**src/rtl/gf2_pkg.sv**
```systemverilog
`default_nettype none
// ============================================================================
//  Module  : gf2_pkg
//  Purpose : Shared definitions for the GF(2) minimum-weight solver. Holds the
//            port-width helpers, the solver state encoding, and the popcount
//            and parity helpers.
//  Ports   : none (package)
//  Rev     : 1.0  initial release
// ============================================================================
package gf2_pkg;

    // Widest vector the bit helpers accept. Callers zero-extend into it.
    localparam int VEC_W = 32;

    // Width that can hold a row count 0..max_rows.
    function automatic int rows_width(input int max_rows);
        return $clog2(max_rows + 1);
    endfunction

    // Width that can hold a column count 0..max_cols.
    function automatic int cols_width(input int max_cols);
        return $clog2(max_cols + 1);
    endfunction

    typedef enum logic [1:0] {
        IDLE = 2'd0,
        SCAN = 2'd1,
        ENUM = 2'd2,
        DONE = 2'd3
    } state_t;

    function automatic logic [5:0] popcount(input logic [VEC_W-1:0] v);
        logic [5:0] n;
        n = '0;
        for (int i = 0; i < VEC_W; i++) begin
            n = n + 6'(v[i]);
        end
        return n;
    endfunction

    function automatic logic parity(input logic [VEC_W-1:0] v);
        return ^v;
    endfunction

endpackage
`default_nettype wire

```
**src/rtl/gf2_bit_deposit.sv**
```systemverilog
`default_nettype none
// ============================================================================
//  Module  : gf2_bit_deposit
//  Purpose : Combinational parallel bit deposit. The low-order bits of src are
//            scattered, in order, into the set positions of mask (LSB of src
//            lands in the lowest set mask bit). Unmasked positions read 0.
//  Ports   : src  [WIDTH]  packed source bits
//            mask [WIDTH]  destination positions
//            dst  [WIDTH]  deposited result
//  Rev     : 1.0  initial release
// ============================================================================
module gf2_bit_deposit #(
    parameter int WIDTH = 6
) (
    input  logic [WIDTH-1:0] src,
    input  logic [WIDTH-1:0] mask,
    output logic [WIDTH-1:0] dst
);

    // Remaining source bits; consumed from the bottom as mask positions fill.
    logic [WIDTH-1:0] rem;

    always_comb begin
        dst = '0;
        rem = src;
        for (int i = 0; i < WIDTH; i++) begin
            if (mask[i]) begin
                dst[i] = rem[0];
                rem    = rem >> 1;
            end
        end
    end

endmodule
`default_nettype wire

```
**src/rtl/gf2_min_solve.sv**
```systemverilog
`default_nettype none
// ============================================================================
//  Module  : gf2_min_solve
//  Purpose : Takes a GF(2) system already in reduced row-echelon form and
//            finds its minimum-Hamming-weight solution. Rows are scanned one
//            per cycle to locate pivots and detect a 0 = 1 row; then every
//            free-variable assignment is evaluated, one per cycle, and the
//            lightest (first found on ties) is kept.
//  Ports   : clk, rst_n          clock, asynchronous active-low reset
//            rows, cols          active row / column count (cols incl. RHS)
//            start               request, accepted only while ready
//            RREF[MAX_ROWS]      rows; bit j<cols-1 = coeff x_j, bit cols-1 = RHS
//            ready               idle
//            done                one-cycle completion pulse
//            solvable            system consistent
//            solution            minimum-weight assignment, bit j = x_j
//            weight              popcount(solution)
//  Option  : GF2_MIN_SOLVE_STATS_EN adds outputs nfree (free variable count)
//            and cand_cnt (candidates evaluated), registered at done.
//  Rev     : 1.0  initial release
// ============================================================================
module gf2_min_solve
    import gf2_pkg::*;
#(
    parameter  int MAX_ROWS = 4,
    parameter  int MAX_COLS = 7,
    localparam int ROWS_W   = rows_width(MAX_ROWS),
    localparam int COLS_W   = cols_width(MAX_COLS),
    localparam int NV       = MAX_COLS - 1,
    localparam int WT_W     = $clog2(MAX_COLS)
) (
    input  logic                clk,
    input  logic                rst_n,
    input  logic [ROWS_W-1:0]   rows,
    input  logic [COLS_W-1:0]   cols,
    input  logic                start,
    input  logic [MAX_COLS-1:0] RREF [MAX_ROWS],
    output logic                ready,
    output logic                done,
    output logic                solvable,
    output logic [NV-1:0]       solution,
    output logic [WT_W-1:0]     weight
`ifdef GF2_MIN_SOLVE_STATS_EN
    ,
    output logic [WT_W-1:0]     nfree,
    output logic [MAX_COLS-1:0] cand_cnt
`endif
);

    // ------------------------------------------------------------------
    // Registered state
    // ------------------------------------------------------------------
    state_t              state;
    state_t              state_nxt;
    logic [MAX_COLS-1:0] rref_q  [MAX_ROWS];
    logic [NV-1:0]       piv_oh  [MAX_ROWS];   // one-hot pivot per row, 0 if none
    logic [ROWS_W-1:0]   rows_q;
    logic [COLS_W-1:0]   cols_q;
    logic [ROWS_W-1:0]   row_idx;
    logic [NV-1:0]       piv_mask;
    logic                incons;
    logic [MAX_COLS-1:0] k;                    // NV+1 bits: 2^NV is reachable
    logic [NV-1:0]       best_sol;
    logic [WT_W-1:0]     best_wt;

    // ------------------------------------------------------------------
    // Request sampling: counts above the hardware maximum are clamped
    // ------------------------------------------------------------------
    logic [ROWS_W-1:0] rows_in;
    logic [COLS_W-1:0] cols_in;
    logic              accept;

    assign rows_in = (int'(rows) > MAX_ROWS) ? ROWS_W'(MAX_ROWS) : rows;
    assign cols_in = (int'(cols) > MAX_COLS) ? COLS_W'(MAX_COLS) : cols;
    assign accept  = (state == IDLE) && start;

    // ------------------------------------------------------------------
    // Column masks from the latched column count
    // ------------------------------------------------------------------
    logic [MAX_COLS-1:0] rhs_oh;
    logic [NV-1:0]       var_mask;

    always_comb begin
        rhs_oh   = '0;
        var_mask = '0;
        if (cols_q != '0) begin
            rhs_oh   = MAX_COLS'(1) << (cols_q - COLS_W'(1));
            var_mask = NV'(rhs_oh - MAX_COLS'(1));
        end
    end

    // ------------------------------------------------------------------
    // Row scan
    // ------------------------------------------------------------------
    logic [MAX_COLS-1:0] cur_row;
    logic [NV-1:0]       cur_coef;
    logic [NV-1:0]       cur_piv;
    logic                cur_rhs;
    logic                cur_bad;
    logic                incons_nxt;
    logic                last_row;

    always_comb begin
        cur_row = '0;
        for (int r = 0; r < MAX_ROWS; r++) begin
            if (row_idx == ROWS_W'(r)) begin
                cur_row = rref_q[r];
            end
        end
    end

    assign cur_coef   = cur_row[NV-1:0] & var_mask;
    // Two's-complement trick isolates the lowest set coefficient.
    assign cur_piv    = cur_coef & (~cur_coef + NV'(1));
    assign cur_rhs    = |(cur_row & rhs_oh);
    assign cur_bad    = (cur_coef == '0) && cur_rhs;
    assign incons_nxt = incons | cur_bad;
    assign last_row   = (row_idx == rows_q - ROWS_W'(1));

    // ------------------------------------------------------------------
    // Candidate evaluation
    // ------------------------------------------------------------------
    logic [NV-1:0]       free_mask;
    logic [WT_W-1:0]     nfree_cnt;
    logic                k_last;
    logic [NV-1:0]       free_val;
    logic [NV-1:0]       cand;
    logic                xv;
    logic [WT_W-1:0]     cand_wt;
    logic                take;
    logic [NV-1:0]       sel_sol;
    logic [WT_W-1:0]     sel_wt;

    assign free_mask = ~piv_mask & var_mask;
    assign nfree_cnt = WT_W'(popcount(VEC_W'(free_mask)));
    assign k_last    = (k == ((MAX_COLS'(1) << nfree_cnt) - MAX_COLS'(1)));

    gf2_bit_deposit #(
        .WIDTH (NV)
    ) u_deposit (
        .src  (k[NV-1:0]),
        .mask (free_mask),
        .dst  (free_val)
    );

    // Each pivot variable is forced by its row: RHS xor the free terms.
    // Pivot and free positions are disjoint, so OR merges them.
    always_comb begin
        cand = free_val;
        xv   = 1'b0;
        for (int r = 0; r < MAX_ROWS; r++) begin
            xv   = (|(rref_q[r] & rhs_oh))
                 ^ parity(VEC_W'(rref_q[r][NV-1:0] & free_mask & free_val));
            cand = cand | (piv_oh[r] & {NV{xv}});
        end
    end

    assign cand_wt = WT_W'(popcount(VEC_W'(cand)));
    assign take    = (k == '0) || (cand_wt < best_wt);
    assign sel_sol = take ? cand    : best_sol;
    assign sel_wt  = take ? cand_wt : best_wt;

    // ------------------------------------------------------------------
    // FSM
    // ------------------------------------------------------------------
    always_ff @(posedge clk or negedge rst_n) begin
        if (!rst_n) begin
            state <= IDLE;
        end else begin
            state <= state_nxt;
        end
    end

    always_comb begin
        state_nxt = state;
        case (state)
            IDLE: begin
                if (start) begin
                    state_nxt = (rows_in == '0) ? ENUM : SCAN;
                end
            end
            SCAN: begin
                if (last_row) begin
                    state_nxt = incons_nxt ? DONE : ENUM;
                end
            end
            ENUM: begin
                if (k_last) begin
                    state_nxt = DONE;
                end
            end
            DONE:    state_nxt = IDLE;
            default: state_nxt = IDLE;
        endcase
    end

    assign ready = (state == IDLE);
    assign done  = (state == DONE);

    // ------------------------------------------------------------------
    // Datapath and result registers
    // ------------------------------------------------------------------
    always_ff @(posedge clk or negedge rst_n) begin
        if (!rst_n) begin
            for (int r = 0; r < MAX_ROWS; r++) begin
                rref_q[r] <= '0;
                piv_oh[r] <= '0;
            end
            rows_q   <= '0;
            cols_q   <= '0;
            row_idx  <= '0;
            piv_mask <= '0;
            incons   <= 1'b0;
            k        <= '0;
            best_sol <= '0;
            best_wt  <= '0;
            solvable <= 1'b0;
            solution <= '0;
            weight   <= '0;
        end else begin
            case (state)
                IDLE: begin
                    if (accept) begin
                        for (int r = 0; r < MAX_ROWS; r++) begin
                            rref_q[r] <= RREF[r];
                            piv_oh[r] <= '0;
                        end
                        rows_q   <= rows_in;
                        cols_q   <= cols_in;
                        row_idx  <= '0;
                        piv_mask <= '0;
                        incons   <= 1'b0;
                        k        <= '0;
                        best_sol <= '0;
                        best_wt  <= '0;
                        solvable <= 1'b0;
                        solution <= '0;
                        weight   <= '0;
                    end
                end
                SCAN: begin
                    for (int r = 0; r < MAX_ROWS; r++) begin
                        if (row_idx == ROWS_W'(r)) begin
                            piv_oh[r] <= cur_piv;
                        end
                    end
                    piv_mask <= piv_mask | cur_piv;
                    incons   <= incons_nxt;
                    row_idx  <= row_idx + ROWS_W'(1);
                end
                ENUM: begin
                    k        <= k + MAX_COLS'(1);
                    best_sol <= sel_sol;
                    best_wt  <= sel_wt;
                    if (k_last) begin
                        solvable <= 1'b1;
                        solution <= sel_sol;
                        weight   <= sel_wt;
                    end
                end
                default: begin
                end
            endcase
        end
    end

`ifdef GF2_MIN_SOLVE_STATS_EN
    always_ff @(posedge clk or negedge rst_n) begin
        if (!rst_n) begin
            nfree    <= '0;
            cand_cnt <= '0;
        end else if (accept) begin
            nfree    <= '0;
            cand_cnt <= '0;
        end else if ((state == ENUM) && k_last) begin
            nfree    <= nfree_cnt;
            cand_cnt <= k + MAX_COLS'(1);
        end
    end
`endif

endmodule
`default_nettype wire

```
**config.mk**
```make
export PLATFORM = sky130hd
export DESIGN_NAME = gf2_min_solve
export DESIGN_NICKNAME = d
export VERILOG_FILES = /design/src/rtl/gf2_pkg.sv /design/src/rtl/gf2_bit_deposit.sv /design/src/rtl/gf2_min_solve.sv
export SDC_FILE = /design/constraint.sdc
export NUM_CORES = 1
export LEC_CHECK = 0
export CORE_AREA = 8 8 118 120
export DETAILED_ROUTE_END_ITERATION = 12
export DIE_AREA = 0 0 126 128
export PLACE_DENSITY_LB_ADDON = 0.25
export SLEW_MARGIN = 25
export SYNTH_ARGS = -nofsm -noshare
export SYNTH_HDL_FRONTEND = slang
export SYNTH_SLANG_ARGS = --single-unit
export TNS_END_PERCENT = 50
```
**constraint.sdc**
```tcl
create_clock -name clk -period 7.68 [get_ports clk]
set_clock_uncertainty 0.05 [all_clocks]
set_input_delay 0.768 -clock clk [delete_from_list [all_inputs] [get_ports clk]]
set_output_delay 0.768 -clock clk [all_outputs]
set_load 0.03 [all_outputs]
```
Word level (Yosys, flattened, before mapping). Cells that the tools add are included.

Register bits: 96. Bits of input ports: 37. Output and inout port bits: 12. Word-level logic and storage cells: 166.

$add $sub $neg: 17. Order comparisons: 2. Equal/unequal tests: 16. Shifts and indexed selects: 2. Mux-type cells: 48. Bitwise logic cells: 32. Reductions and logical operators: 29.

Operators with widths (count): XOR reduction 32 bit (4); bitwise AND 6 bit (15); two-way mux 6 bit (8); case mux 24 bit (2 select lines) (1); two-way mux 7 bit (6); case mux 6 bit (2 select lines) (3); bitwise AND 7 bit (5); OR reduction 7 bit (5); OR 6 bit (5); two-way mux 24 bit (1); adder 3 x 1 -> 3 bit (6); case mux 3 bit (2 select lines) (3); AND reduction 3 bit (6); two-way mux 3 bit (5); inequality test 2 bit, second input constant (7); case mux 7 bit (2 select lines) (1); << shifter 1 x 3 -> 7 bit, first input constant (2); NOT 6 bit (2); two-way mux 1 bit (10); two-way mux 2 bit (5); case mux 2 bit (4 select lines) (1); adder 7 x 1 -> 7 bit, second input constant (1); equality test 7 bit (1); zero test 7 bit (1); 28 further kinds (42).

Depth between registers and ports, before layout. Gate-level depths: netlist of run 1.

Depth after elaboration: 29. Depth in mapped cells: 31.

Hierarchy. A second synthesis of run 1 with hierarchy kept.

Cells, all modules: 647. Area total of the unflattened synthesis: 6304.8 µm².

By module, submodules not included: gf2_min_solve (instances 1, cells each 603, area each 5972.0 µm², seq. area each 2402.3 µm²); gf2_bit_deposit (instances 1, cells each 44, area each 332.8 µm², seq. area each 0.0 µm²).

Worst setup path before layout of run 1. Ideal clock, no wire load.

Kind: register to register. Start point: reg cols_q[1]. End point: reg solution[0]. Library setup time: 0.096 ns. Data arrival time: 6.650 ns. Data required time: 7.534 ns. Path slack: 0.885 ns. Cell stages (with the launch flop): 30. Period minus slack after synthesis: 6.795 ns. Path through: dfrtp_1 > buf_4 > nor2b_1 > buf_4 > nand2_1 > ha_1 > nor3_4 > inv_2 > and2_1 > o21a_1 > or3b_1 > a32oi_2 > nand2_1 > xnor3_1 > a222oi_1 > nand2_1 > fa_1 > inv_1 > fa_1 > inv_1 > ha_1 > fa_1 > ha_1 > a21oi_1 > nor2b_1 > o21a_1 > clkbuf_1 > clkbuf_1 > nor2_1 > o31ai_1.

Cells in the longest elaborated chain, start to end: 29.

RTL lines: start: declaration (RTL line gf2_min_solve.sv:58) `logic [COLS_W-1:0] cols_q;`; start signal: assignment (RTL line gf2_min_solve.sv:229) `cols_q <= cols_in;`; subtractor 3 x 1 -> 3 bit (RTL line gf2_min_solve.sv:87) `rhs_oh = MAX_COLS'(1) << (cols_q - COLS_W'(1));`; << shifter 1 x 3 -> 7 bit (RTL line gf2_min_solve.sv:87); subtractor 6 x 1 -> 6 bit (RTL line gf2_min_solve.sv:88) `var_mask = NV'(rhs_oh - MAX_COLS'(1));`; two-way mux 6 bit (RTL line gf2_min_solve.sv:86) `if (cols_q != '0) begin`; bitwise AND 6 bit (RTL line gf2_min_solve.sv:134) `assign free_mask = ~piv_mask & var_mask;`; two-way mux 5 bit (RTL line gf2_bit_deposit.sv:27) `if (mask[i]) begin`; two-way mux 4 bit (RTL line gf2_bit_deposit.sv:27); two-way mux 3 bit (RTL line gf2_bit_deposit.sv:27); [... 11 more ...]; adder 1 x 1 -> 2 bit (RTL line gf2_pkg.sv:36) `n = n + 6'(v[i]);`; adder 2 x 1 -> 3 bit (RTL line gf2_pkg.sv:36); adder 3 x 1 -> 3 bit (3 in a row) (RTL line gf2_pkg.sv:36); < comparator 3 bit (RTL line gf2_min_solve.sv:159) `assign take = (k == '0) || (cand_wt < best_wt);`; logical OR 1 bit (RTL line gf2_min_solve.sv:159); two-way mux 6 bit (RTL line gf2_min_solve.sv:160) `assign sel_sol = take ? cand : best_sol;`; two-way mux 6 bit (RTL line gf2_min_solve.sv:255) `if (k_last) begin`; case mux 6 bit (2 select lines) (RTL line gf2_min_solve.sv:221) `case (state)`; end signal: assignment (RTL line gf2_min_solve.sv:257) `solution <= sel_sol;`; end: declaration (RTL line gf2_min_solve.sv:41) `output logic [NV-1:0] solution,`.

Several ways; a longest one is shown, not always the timed one. The select of a mux whose other input is x is not followed. A chain may end at the register's enable or synchronous reset.

Final worst setup path of run 1.
Start point: reg cols_q[1]. End point: reg best_wt[0].

Cells in the longest elaborated chain, start to end: 28.

RTL lines: subtractor 3 x 1 -> 3 bit (RTL line gf2_min_solve.sv:87); << shifter 1 x 3 -> 7 bit (RTL line gf2_min_solve.sv:87); subtractor 6 x 1 -> 6 bit (RTL line gf2_min_solve.sv:88); two-way mux 6 bit (RTL line gf2_min_solve.sv:86); bitwise AND 6 bit (RTL line gf2_min_solve.sv:134); two-way mux 5 bit (RTL line gf2_bit_deposit.sv:27); two-way mux 4 bit (RTL line gf2_bit_deposit.sv:27); two-way mux 3 bit (RTL line gf2_bit_deposit.sv:27); [... 11 more ...]; adder 1 x 1 -> 2 bit (RTL line gf2_pkg.sv:36); adder 2 x 1 -> 3 bit (RTL line gf2_pkg.sv:36); adder 3 x 1 -> 3 bit (2 in a row) (RTL line gf2_pkg.sv:36); adder 3 x 1 -> 3 bit * (RTL line gf2_pkg.sv:36); < comparator 3 bit (RTL line gf2_min_solve.sv:159); logical OR 1 bit (RTL line gf2_min_solve.sv:159); two-way mux 3 bit * (RTL line gf2_min_solve.sv:161) `assign sel_wt = take ? cand_wt : best_wt;`; case mux 3 bit (2 select lines) * (RTL line gf2_min_solve.sv:221); end signal: assignment (RTL line gf2_min_solve.sv:254) `best_wt <= sel_wt;`; end: declaration (RTL line gf2_min_solve.sv:64) `logic [WT_W-1:0] best_wt;`.

Mark *: on every way between the ends. The rest lies on a longest branch, timed or not.

==> results of run 1 <==
-- critical path, cell delays in order, from the launching register on --
cell and delay [ns]:
dfrtp_1 0.46, nor2b_1 0.21, nand2_1 0.08, ha_1 0.35, nor3_4 0.28, inv_2 0.11, and2_1 0.16, o21a_1 0.21
or3b_1 0.39, a32oi_2 0.38, nand2_1 0.15, xnor3_1 0.51, a222oi_1 0.33, nand2_1 0.19, fa_1 0.56, inv_1 0.05
fa_1 0.49, inv_1 0.04, ha_1 0.19, fa_1 0.48, ha_1 0.30, a21oi_1 0.15, nor2b_1 0.08, o21a_2 0.32
nor2_1 0.29, a22oi_1 0.14, o21ai_0 0.18
-- path summary, 6_finish.rpt --
path	startpoint	endpoint	slack [ns]	cells after the start
setup / recovery	cols_q[1]	best_wt[0]	0.45	26
hold / removal	rst_n	rref_q[0]	0.36	1
setup reg to reg	cols_q[1]	best_wt[0]	0.45	26
hold reg to reg	solution[5]	solution[5]	0.43	1
max in group asynchronous	rst_n	piv_mask[4]	6.13	2
min in group clk	solution[5]	solution[5]	0.43	1
-- state kept, by name (all words and copies together), names as in the netlist, 3 cells and up --
signal / cells
piv_mask: 6
best_wt: 3
best_sol: 6
solution: 6
rref_q: 28
rows_q: 3
cols_q: 3
row_idx: 3
weight: 3
piv_oh: 24
k: 7
-- cell type report --
cell class	count	area, sq um	share of cell area
multi-input cells	536	3824	0.5151
flip-flops and latches	96	2402	0.3236
repair buffers	61	575.6	0.07753
clock buffers	11	242.7	0.03270
well taps	150	187.7	0.02528
inverters	30	112.6	0.01517
clock inverters	5	78.83	0.01062
-- logic make-up (layout without fill, tap and decap cells) --
family	count (synthesis)	after routing	synth area share
simple gates	227	227	0.1664
buf+inv	73	107	0.04651
flops	96	96	0.3690
fa+ha+maj	24	24	0.05305
compound gates	179	179	0.1860
mux	70	70	0.1205
xor+xnor	36	36	0.05843
-- repair_timing --
item / in CTS / in global routing
setup endpoints to repair: 0 / 11
gates resized for setup: 0 / 3
endpoints found under the hold margin: 0 / 0
buffers inserted: 0 / 0
hold buffers: 0 / 0
-- per-stage QoR --
stage               setup WS (ns)  hold WS [ns]  std cells
floorplan                  0.8848        0.3998        705
global placement           0.6343        0.4122        873
detailed placement         0.3775        0.4155        873
CTS                        0.3810        0.3744        889
global route              0.07667        0.4003        889
finish                     0.4495        0.3596        889
-- per-layer routing --
layer	GRT usage	up-vias	share of wire
met3	0.04617	37	0.065
met4	0.09413	0	0.028
li1	-	2571	-
met2	0.3629	214	0.47
met5	0	-	0
met1	0.2810	2649	0.43
-- layout by cell type, fill, tap and decap left out, types with 8 or more instances in the layout --
cell type        instances
dfrtp_1                 96
xor2_1                  11
a22o_1                  15
o21ai_0                 46
nor3_1                   8
o31ai_1                 13
xnor2_1                 20
a21oi_1                 37
clkdlybuf4s50_1         47
mux2_2                  47
nand2_1                 86
buf_4                   14
nor2_1                  54
mux2i_1                 21
a22oi_1                 18
clkbuf_16                9
a221oi_1                 8
ha_1                    17
nand2b_1                14
inv_1                   27
nand3_1                 22
==> metrics.txt, run 1 <==
Setup Crit Path Kind=register to register; total detailed-routing wirelength=17.39 mm; CTS tree=yes; ranking of synthesized cells by area=dfrtp_1, mux2_2, nand2_1; Syn Inst Count=705; most frequent cells after synthesis=dfrtp_1, nand2_1, nor2_1; final setup fails=0; layout cells sized above 1=0.1340; initial antenna violation count=0; vias in the first global route=5,545; GRT overflow=0; top cell type by total area after synthesis=dfrtp_1; Slew Viols, Final=0; Yosys reg bits=96; clk buf depth=2; Post-synth EDFFs=0; first-pass GRT wire length=28.43 mm; Antenna diodes=0; share of the synthesized area in the top cell type=0.3690; # rows=41; status=finished, final reports clean; Final Hold Violating Endpoints=0; Clock Pin Slew Worst Setup and Hold Paths=0.07 ns; ANT nets after route=0; Clk Latency, worst-skew pair=0.35 ns; die area=16,130 sq um; DRC viols=0; DR pass1 iterations=5; H-tree depth=3; Area Growth Syn to Fin=14.03%; Fmax achieved=138.3 MHz; RSZ-0062 raised after global routing=no; Nets=795; Initial Util=0.5332; die height=128 um; total track usage=0.2222; gpl congestion=0.9724; Top FF cell, synth=dfrtp_1; # IOs=49; fin crit period=7.230 ns; CP Launch Type=register; DRT iter0 DRCs=486; placed cell area=7083 sq um; crit end category=register; fillers=1,027; Vias=5,471; number of port buffers=48; vias per cell=6.154; core footprint=12,210 sq um; largest net degree at the start of global routing=56; Inserted Clock Buffers=9; Netlist Area Pre-Place=6510 sq um; sequential area share after synthesis=0.3690; Net Count, Synth=766; fin crit share=0.9415; post-DP HPWL=12.94 mm; HP Class=input port to async pin; Max Cap Viol=0; syn_area_per_cell=9.234 sq um; synth warn=0; crit-path max FO=17; Avg WL per Cell=19.56 um; Async S/R FF share, synth=1.000; Final Cell Area=7423 sq um; Slew HR=0.5118; final core occ=0.6080; clock sinks=96; Slew @ Worst Pin=0.7323 ns; top-count cell post-synth=dfrtp_1; CP required=7.90 ns; count of different cell masters after synthesis=70; Die Width=126 um; Root Buffer=clkbuf_16; CP Data Arrival Time=7.45 ns; sum of negative setup slack=0 ns
Power of run 1 is left out: the tool's default activity adds up to more than one toggle a clock period on the data nets, which glitch-free logic cannot reach.
==> inputs of run 2 (changes only) <==
==> constraint.sdc (replaced) <==
create_clock -name clk -period 7.9 [get_ports clk]
set_clock_uncertainty 0.05 [all_clocks]
set_input_delay 0.79 -clock clk [delete_from_list [all_inputs] [get_ports clk]]
set_output_delay 0.79 -clock clk [all_outputs]
set_load 0.03 [all_outputs]
==> run 2 against run 1 <==
Effect of this change: setup slack improved by 0.038 ns; global-route usage rose by 0.53 points; critical endpoint is now solution[5]; flip-flop and latch count did not move.
==> metrics.txt, run 2 (same netlist as run 1, synthesis figures left out) <==
status=finished, final reports clean; post-CTS setup buffer count=0; layout cells sized above 1=0.1326; Fmax achieved=134.9 MHz; ANT nets after route=0; worst slack at placement=0.2574 ns; Slew HR=0.4808; fin crit period=7.413 ns; HP Class=input port to async pin; Die Width=126 um; placed cell area=7083 sq um; crit-path max FO=16; DRC viols=0; most common cell after layout, fill and taps aside=dfrtp_1; # IOs=49; post-DP HPWL=13.52 mm; Placed Instances=873; Nets=795; Final Worst Setup Slack=0.4871 ns; final setup fails=0; Largest stage delay, worst path=0.65 ns; Max Cap Viol=0; Slew Viols, Final=0; CP Data Arrival Time=7.66 ns; die height=128 um; met3 WL=951 um; Reg-to-Reg End=solution[5]; gpl congestion=0.8980; Initial Util=0.5332; H-tree depth=3; Final Hold Violating Endpoints=0; fin crit share=0.9383; first-pass GRT wire length=29.05 mm; Largest regs=rref_q: 28 flops, piv_oh: 24 flops, k: 7 flops; CP Launch Point=cols_q[0]; r2r startpoint=cols_q[0]; Top reg by flops=rref_q; fillers=1,063; Metal-1 WL=7.968 mm; Met2 Wirelength=8.426 mm; # rows=41; clk buf depth=2; Avg WL per Cell=20.04 um; die area=16,130 sq um; clock sinks=96; Top Layer Used=met4; Setup Crit Path Kind=register to register; Reg area=2402 sq um; vias in the first global route=5,436; total track usage=0.2275; DRT iter0 DRCs=637; core footprint=12,210 sq um; total detailed-routing wirelength=17.82 mm; area of the multi-input gates=3821 sq um; Inserted Clock Buffers=9; most frequent cells in the layout=dfrtp_1, nand2_1, nor2_1, mux2_2, clkdlybuf4s50_1; largest net degree at the start of global routing=61; Slew @ Worst Pin=0.7788 ns; Clk Latency, worst-skew pair=0.35 ns; Clock Pin Slew Worst Setup and Hold Paths=0.07 ns; Root Buffer=clkbuf_16; sum of negative setup slack=0 ns; Critical Path End=solution[5]; Vias=5,468; initial antenna violation count=0; Reg2Reg Setup Slack=0.49 ns; Cell Count, Final, Fillers Out=889; max FFs per register=28; GRT overflow=0; Final Cell Area=7383 sq um; Antenna diodes=0; FF-to-FF path depth=28; CP max-delay cell=dfrtp_1; number of port buffers=48; CP Launch Type=register; vias per cell=6.151; crit end category=register; DR pass1 iterations=5; Area Growth Syn to Fin=13.42%; CP required=8.15 ns; RSZ-0062 raised after global routing=no; CTS tree=yes
==> run 2: cell count changes in the layout (fill, tap and decap cells not counted), sizes merged <==
cell	before	now
inv	30	31
bufinv	2	0
clkinvlp	0	1
clkinv	3	4
clkbuf	11	10
==> run 2: final cells by class <==
class,count,share of cell area
clock inverter,6,0.007456
sequential,96,0.3254
multi-input combinational,536,0.5175
clock buffer,10,0.03101
timing repair buffer,61,0.07795
inverter,30,0.01525
tap,150,0.02542
==> run 2: worst max-delay path, delay by kind of cell (launching register included) <==
kind / cells / cell delay (ns)
buf+inv: 4 / 0.48
simple gates: 7 / 1.24
xor+xnor: 2 / 0.67
fa+ha+maj: 6 / 2.34
mux: 1 / 0.16
compound gates: 8 / 1.75
flops: 1 / 0.65
==> run 2: worst min path at each step <==
| stage | from | end | depth (start not counted) |
|---|---|---|---|
| floorplan | rows_q[1] | rows_q[1] | 2 |
| global placement | solution[5] | solution[5] | 1 |
| detailed placement | solution[5] | solution[5] | 1 |
| CTS | rst_n | rref_q[1] | 1 |
| global route | rst_n | rref_q[1] | 1 |
| finish | rst_n | rref_q[8] | 1 |
==> run 2: what timing repair did <==
action | CTS | global route
hold endpoints to repair | 0 | 0
setup endpoints to repair | 0 | 8
gates resized for setup | 0 | 2
hold buffers | 0 | 0
==> run 2: stage by stage <==
step,hold slack (ns),util
3_5_place_dp,0.4173,0.5801
3_3_place_gp,0.4128,0.5801
5_1_grt,0.3873,0.6047
2_1_floorplan,0.3998,-
6_report,0.3502,0.6047
4_1_cts,0.3561,0.6034
==> run 2: metal layers <==
metal	GRT usage	up-vias
met4	0.09271	0
li1	-	2565
met1	0.2989	2688
met3	0.03744	33
met5	0	-
met2	0.3671	182
Power of run 2 is left out for the same reason.
==> inputs of run 3 (changes only) <==
--- a/config.mk
+++ b/config.mk
@@ -5,9 +5,9 @@
 export SDC_FILE = /design/constraint.sdc
 export NUM_CORES = 1
 export LEC_CHECK = 0
-export CORE_AREA = 8 8 118 120
+export CORE_AREA = 8 8 114 116
 export DETAILED_ROUTE_END_ITERATION = 12
-export DIE_AREA = 0 0 126 128
+export DIE_AREA = 0 0 122 124
 export PLACE_DENSITY_LB_ADDON = 0.25
 export SLEW_MARGIN = 25
 export SYNTH_ARGS = -nofsm -noshare
==> run 3 against run 2 <==
Effect of this change: setup slack gained 0.15 ns; global-route usage is 1.2 points higher; first-iteration DRC count decreased by 14%; register-to-register slack better by 0.15 ns; clock-buffer cell count rose by 2; via count up 0.91%; non-clock buffer count unchanged; fmax increased by 2.1%.
==> metrics.txt, run 3 (same netlist as run 1, synthesis figures left out) <==
crit-path max FO=16; core footprint=11,170 sq um; ANT nets after route=0; Largest regs=rref_q: 28 flops, piv_oh: 24 flops, k: 7 flops; fin crit period=7.258 ns; Met2 Wirelength=8.225 mm; CP required=8.15 ns; gpl congestion=0.9300; number of port buffers=48; post-CTS setup buffer count=0; Clock Pin Slew Worst Setup and Hold Paths=0.07 ns; most frequent cells in the layout=dfrtp_1, nand2_1, nor2_1, mux2_2, clkdlybuf4s50_1; Final Hold Violating Endpoints=0; Fmax achieved=137.8 MHz; Avg WL per Cell=19.79 um; Area Growth Syn to Fin=13.38%; DRC viols=0; Slew HR=0.4923; most common cell after layout, fill and taps aside=dfrtp_1; CTS tree=yes; total track usage=0.2393; Top reg by flops=rref_q; crit end category=register; Root Buffer=clkbuf_16; initial antenna violation count=0; met3 WL=1.036 mm; die height=124 um; Top Layer Used=met4; vias per cell=6.256; max FFs per register=28; first-pass GRT wire length=28.41 mm; fin crit share=0.9188; hold buffers post-CTS=0; Slew @ Worst Pin=0.7615 ns; CTS resizes=0; clock sinks=96; GRT overflow=0; # IOs=49; layout cells sized above 1=0.1353; Initial Util=0.5826; DR pass1 iterations=5; area of the multi-input gates=3816 sq um; Setup Crit Path Kind=register to register; Reg area=2405 sq um; DRT iter0 DRCs=549; vias in the first global route=5,517; Antenna diodes=0; RSZ-0062 raised after global routing=no; Metal-1 WL=7.738 mm; Die Width=122 um; CP Data Arrival Time=7.51 ns; Max Cap Viol=0; total detailed-routing wirelength=17.45 mm; Nets=795; HP Class=input port to async pin; Clk Latency, worst-skew pair=0.36 ns; largest net degree at the start of global routing=59; Slew Viols, Final=0; CP Launch Type=register; # rows=39; H-tree depth=3; post-DP HPWL=12.96 mm; status=finished, final reports clean; die area=15,130 sq um; Vias=5,518; final setup fails=0; fillers=897; sum of negative setup slack=0 ns; Inserted Clock Buffers=9; clk buf depth=2
==> run 3: changes by cell type in the layout (fill, tap and decap cells not counted), sizes merged <==
cell | before | now
clkbuf | 10 | 12
clkinv | 4 | 3
inv | 31 | 30
==> run 3: worst paths after layout <==
check	end	start	slack [ns]	cells after the start
min	rref_q[1]	rst_n	0.36	1
min in group clk	solution[2]	solution[2]	0.43	2
max in group asynchronous	incons	rst_n	6.30	2
max reg2reg	solution[5]	cols_q[0]	0.64	27
max	solution[5]	cols_q[0]	0.64	27
min reg2reg	solution[2]	solution[2]	0.43	2
==> run 3: critical path, stage by stage, from the launching register on <==
cell and delay [ns]:
dfrtp_2 0.51, nor2b_1 0.17, buf_4 0.17, nand2_1 0.07
ha_1 0.38, o21ai_1 0.22, a21oi_4 0.37, mux2i_1 0.14
or4_1 0.55, a21bo_1 0.24, xnor2_2 0.22, xor3_1 0.44
a22oi_1 0.24, nand2_1 0.15, fa_1 0.55, inv_1 0.05
fa_1 0.49, inv_1 0.04, ha_1 0.20, fa_1 0.55
ha_1 0.25, a21oi_1 0.14, nor2b_1 0.07, o21ai_0 0.23
buf_4 0.19, nor2_1 0.04, a2111oi_1 0.36, a21o_1 0.12
==> run 3: area by class of cell <==
cell class / instances / area share
clock buffer: 12 / 0.03611
timing repair buffer: 61 / 0.07798
sequential: 96 / 0.3258
clock inverter: 4 / 0.003560
tap: 143 / 0.02424
multi-input combinational: 536 / 0.5170
inverter: 30 / 0.01526
==> run 3: through the flow <==
stage / worst slack, ns / hold WS [ns] / instance area, sq um / cells / util
2_1_floorplan: 1.105 / 0.3998 / 6510 / 705 / -
3_3_place_gp: 0.6026 / 0.4123 / 7074 / 866 / 0.6331
3_5_place_dp: 0.3373 / 0.4237 / 7074 / 866 / 0.6331
4_1_cts: 0.3355 / 0.3770 / 7367 / 882 / 0.6593
5_1_grt: 0.04889 / 0.4020 / 7381 / 882 / 0.6605
6_report: 0.6418 / 0.3563 / 7381 / 882 / 0.6605
==> run 3: metal layers <==
metal,vias up,GRT usage
li1,2561,-
met1,2725,0.3137
met2,195,0.3867
met3,37,0.03536
met4,0,0.1064
met5,-,0
Power of run 3 is left out for the same reason.
